<file path="src/rtl/regfile.sv">
`default_nettype none
// ============================================================================
// Module   : regfile
// Purpose  : Two-read/one-write register file with x0 hardwired to zero and
//            a pending-destination scoreboard that raises stall on hazards.
//            Define REGFILE_BYPASS_EN to forward same-cycle writeback data.
// Revision : 1.0 - initial release
// ============================================================================
module regfile #(
    parameter int XLEN  = 32,
    parameter int NREGS = 32
) (
    input  logic            clk,
    input  logic            rst_n,
    input  logic [4:0]      rs1_addr,
    input  logic [4:0]      rs2_addr,
    output logic [XLEN-1:0] rs1_data,
    output logic [XLEN-1:0] rs2_data,
    input  logic            wr_en,
    input  logic [4:0]      rd_addr,
    input  logic [XLEN-1:0] rd_data,
    input  logic            issue_en,
    input  logic [4:0]      issue_rd,
    output logic            stall
);

    // x0 has no storage; entries start at 1 so it can never be written.
    logic [XLEN-1:0]  r_regs [1:NREGS-1];
    logic [NREGS-1:1] r_pending;

    logic [XLEN-1:0]  w_rs1_data;
    logic [XLEN-1:0]  w_rs2_data;
    logic             w_rs1_pend;
    logic             w_rs2_pend;

    genvar gi;
    generate
        for (gi = 1; gi < NREGS; gi++) begin : g_reg
            always_ff @(posedge clk or negedge rst_n) begin
                if (!rst_n) begin
                    r_regs[gi] <= '0;
                end else if (wr_en && (rd_addr == 5'(gi))) begin
                    r_regs[gi] <= rd_data;
                end
            end

            // Issue is tested first so it wins over a same-cycle writeback.
            always_ff @(posedge clk or negedge rst_n) begin
                if (!rst_n) begin
                    r_pending[gi] <= 1'b0;
                end else if (issue_en && (issue_rd == 5'(gi))) begin
                    r_pending[gi] <= 1'b1;
                end else if (wr_en && (rd_addr == 5'(gi))) begin
                    r_pending[gi] <= 1'b0;
                end
            end
        end
    endgenerate

    always_comb begin
        w_rs1_data = '0;
        w_rs2_data = '0;
        w_rs1_pend = 1'b0;
        w_rs2_pend = 1'b0;
        for (int i = 1; i < NREGS; i++) begin
            if (rs1_addr == 5'(i)) begin
                w_rs1_data = r_regs[i];
                w_rs1_pend = r_pending[i];
            end
            if (rs2_addr == 5'(i)) begin
                w_rs2_data = r_regs[i];
                w_rs2_pend = r_pending[i];
            end
        end
`ifdef REGFILE_BYPASS_EN
        // The value being written is the one the reader is waiting for.
        if (wr_en && (rd_addr != 5'd0) && (rs1_addr == rd_addr)) begin
            w_rs1_data = rd_data;
            w_rs1_pend = 1'b0;
        end
        if (wr_en && (rd_addr != 5'd0) && (rs2_addr == rd_addr)) begin
            w_rs2_data = rd_data;
            w_rs2_pend = 1'b0;
        end
`endif
    end

    assign rs1_data = w_rs1_data;
    assign rs2_data = w_rs2_data;
    assign stall    = w_rs1_pend | w_rs2_pend;

endmodule
`default_nettype wire

</file>
<file path="config.mk">
export PLATFORM = sky130hd
export DESIGN_NAME = regfile
export DESIGN_NICKNAME = d
export VERILOG_FILES = /design/src/rtl/regfile.sv
export SDC_FILE = /design/constraint.sdc
export NUM_CORES = 2
export LEC_CHECK = 0
export ABC_AREA = 1
export CORE_MARGIN = 2
export CORE_UTILIZATION = 45
export DETAILED_ROUTE_END_ITERATION = 6
export GPL_TIMING_DRIVEN = 1
export PLACE_DENSITY_LB_ADDON = 0.15
export SYNTH_ARGS = -nofsm -noshare
export SYNTH_HDL_FRONTEND = slang
export SYNTH_SLANG_ARGS = --single-unit
</file>
<file path="constraint.sdc">
create_clock -name clk -period 6.4 [get_ports clk]
set_input_delay 1.28 -clock clk [delete_from_list [all_inputs] [get_ports clk]]
set_output_delay 1.28 -clock clk [all_outputs]
set_load 0.005 [all_outputs]
</file>
==> impl_metrics.py <==
metrics = {
    "worst_setup_path": {
        "worstSetupPathType": "input port to primary output",
        "cp-end-kind": "primary output",
        "crit_fanout": 14,
        "start_kind": "input port",
        "cp_slowest_cell": "clkdlybuf4s50_1",
        "crit_family": "simple AND/OR/NAND/NOR gates",
        "r2r_start": "r_regs[107]",
        "startpoint": "rs1_addr[3]",
        "path_buf_inv": 5,
        "slowest_delay_ps": 720,
        "cp_data_required_time_ps": 5120,
        "cp.arrival_ps": 4930,
        "crit_top_cell": "nand2_1",
    },
    "yosys": {
        "synth.largest_area_cell": "dfrtp_1",
        "synthArstFlopShare": 1.00,
        "ys_seq_area_frac": 0.490,
        "synth_seq_cells": 1023,
        "ys_top_cells_by_area": "dfrtp_1 49%, nand2_1 19%, o21ai_0 9.8%, nor2_1 6.2%, nand4_1 5.2%",
        "yosys_warnings": 0,
        "synth_cells": 7319,
        "synth_cell_types": 29,
        "avgSynthCellArea_um2": 7.14,
        "synth_edf_count": 0,
        "ys.flop_type": "dfrtp_1",
        "synth.top_cell.area_share": 0.490,
        "syn-num-nets": 7375,
        "synth.cell_area_um2": 52300,
    },
    "final_layout": {
        "fin_nets": 7446,
        "final_cell_area_um2": 60700,
        "fin_util": 0.525,
        "area_delta_synth_final_pct": 16.1,
        "fillers": 11300,
        "drive_gt1_frac": 0.0900,
        "fin_cells": 9019,
    },
    "detailed_routing": {
        "wl_met3_um": 17300,
        "antenna_left": 0,
        "firstDrtPassIters": 6,
        "wl_per_cell_um": 22.0,
        "drt-initial-drc-count": 5878,
        "drt_wl_total_um": 199000,
        "num_vias": 50400,
        "wl_met1_um": 82700,
        "wl_met2_um": 89500,
        "drc": 0,
        "vias_per_cell": 5.59,
        "top_layer": "met5",
    },
    "power_and_ir_drop": {
        "p_per_area_nw_per_um2": 308,
        "vdd_drop_max_v": 0.000247,
        "p_leak_nw": 28.2,
    },
    "floorplanning": {
        "core-area_um2": 116000,
        "initial_utilization": 0.452,
        "die_x_um": 345,
        "ios": 121,
        "die-height_um": 345,
        "die_area_um2": 119000,
        "num_rows": 125,
    },
    "timing": {
        "rsz0062_at_grt": "true",
        "hold_violations": 0,
        "fin_skew_ps": 0,
        "max_slew_margin": 0.160,
        "final-setup-viol-count": 0,
        "report.final.slew_viol_count": 0,
        "post-route-period-util": 0.970,
        "worst_slack_ps": 190,
        "finalSetupTns_ps": 0,
        "worst_slew_pin_slew_ps": 1260,
        "post-route-min-period_ps": 6210,
        "fmax_mhz": 161,
    },
    "clock_tree": {
        "clock_latency_ps": 720,
        "cts-buffers-inserted": 115,
        "cts_tree": "done",
        "cts_buffer_depth": 3,
        "cts-htree-levels": 3,
        "cts_sinks": 1023,
        "clock-root-buffer": "clkbuf_16",
        "clkTransAtPathRegs_ps": 60,
    },
    "placement": {
        "gp_congestion": 0.966,
        "placed_area_um2": 56300,
        "dp_cells": 8794,
        "place_ws_ps": -206,
        "hpwl_um": 143000,
        "io_buffers": 120,
    },
    "flow_run": {
        "cap_violations": 0,
    },
    "run_status": {
        "status": "complete, no violations",
    },
    "global_routing": {
        "grt_pass1_vias": 47500,
        "globalRouteTotalUtil": 0.334,
        "antenna_found_initial": 8,
        "overflow": 0,
        "grt_max_degree": 168,
        "grt_pass1_wl_um": 299000,
    },
    "hold_path": {
        "min_path_type": "input port to async pin",
    },
}
==> final timing paths <==
| kind | slack (ps) | end | cells after the start |
|---|---|---|---|
| hold / removal | 480 | r_regs[940] | 1 |
| max in group asynchronous | 4390 | r_regs[875] | 3 |
| setup reg to reg | 5550 | r_regs[107] | 2 |
| min in group clk | 490 | r_regs[252] | 2 |
| setup / recovery | 190 | rs1_data[30] | 25 |
| hold reg to reg | 490 | r_regs[252] | 2 |
==> cell usage after synthesis (6+ instances only) <==
library cell     n
buf_2           41
clkinv_1        15
o21ai_1         10
inv_2           12
nand3_2          6
dfrtp_1       1023
nand4_1        432
a21oi_1         60
clkbuf_1       420
or2_2           59
nand3_1         84
a22o_1          21
nor3_1          39
inv_1          527
nand2_1       2650
o21ai_0       1024
nor2_1         870
==> flip-flops by register name, summed over array words and instances (netlist names) <==
name and count:
r_regs 992, r_pending 31
==> cell families after synthesis <==
| logic type | count (synthesis) | share of synthesized area |
|---|---|---|
| simple gates | 4160 | 0.327 |
| flops | 1023 | 0.490 |
| buf+inv | 1017 | 0.0740 |
| compound gates | 1119 | 0.109 |
==> cells in the final DEF, fill, tap and decap left out, drive strengths merged, types with 2 or more instances in the layout <==
master,synthesis,layout
a21oi,60,60
a22o,21,21
buf,43,305
bufinv,0,16
clkbuf,420,170
clkdlybuf4s50,0,82
clkinv,15,41
clkinvlp,0,3
dfrtp,1023,1023
diode,0,8
dlygate4sd2,0,11
dlymetal6s2s,0,17
inv,539,539
nand2,2651,2651
nand3,90,90
nand4,432,432
nor2,875,875
nor3,41,41
nor3b,5,5
o2111ai,2,2
o21ai,1034,1034
or2,64,64
==> routing by layer <==
metal / vias to the layer above / track usage
li1: 23500 / -
met1: 24300 / 0.460
met2: 2212 / 0.520
met3: 447 / 0.0613
met4: 10 / 0.135
met5: - / 0.0100
==> stage by stage <==
| stage | hold slack [ps] | total power, W |
|---|---|---|
| 5_1_grt | 488 | 0.0196 |
| 6_report | 485 | 0.0187 |
| 3_3_place_gp | 466 | 0.0114 |
| 3_5_place_dp | 473 | 0.0115 |
| 2_1_floorplan | 453 | 0.0101 |
| 4_1_cts | 484 | 0.0187 |
==> timing repair <==
action | 4_1_cts | 5_1_grt
pin swaps | 4 | 37
gates cloned | 0 | 0
hold buffers | 0 | 0
hold endpoints to repair | 0 | 0
resized for setup | 30 | 70
buffers inserted | 0 | 3
setup endpoints to repair | 37 | 57
==> power by group <==
part           internal (W)  switching (W)
registers           0.00777       0.000890
clock network       0.00434        0.00288
logic              0.000990        0.00182
==> cell type report <==
class                           instances  area, um2  share of cell area
Antenna cell                            8       20.0            0.000330
Clock inverter                         45        717              0.0118
Tap cell                             1524       1910              0.0314
Sequential cell                      1023      25600               0.422
Multi-Input combinational cell       5279      23100               0.381
Inverter                              554       2080              0.0343
Clock buffer                          169       3420              0.0564
Timing Repair Buffer                  417       3860              0.0636
Note: power is estimated with default switching activity, not from simulation.
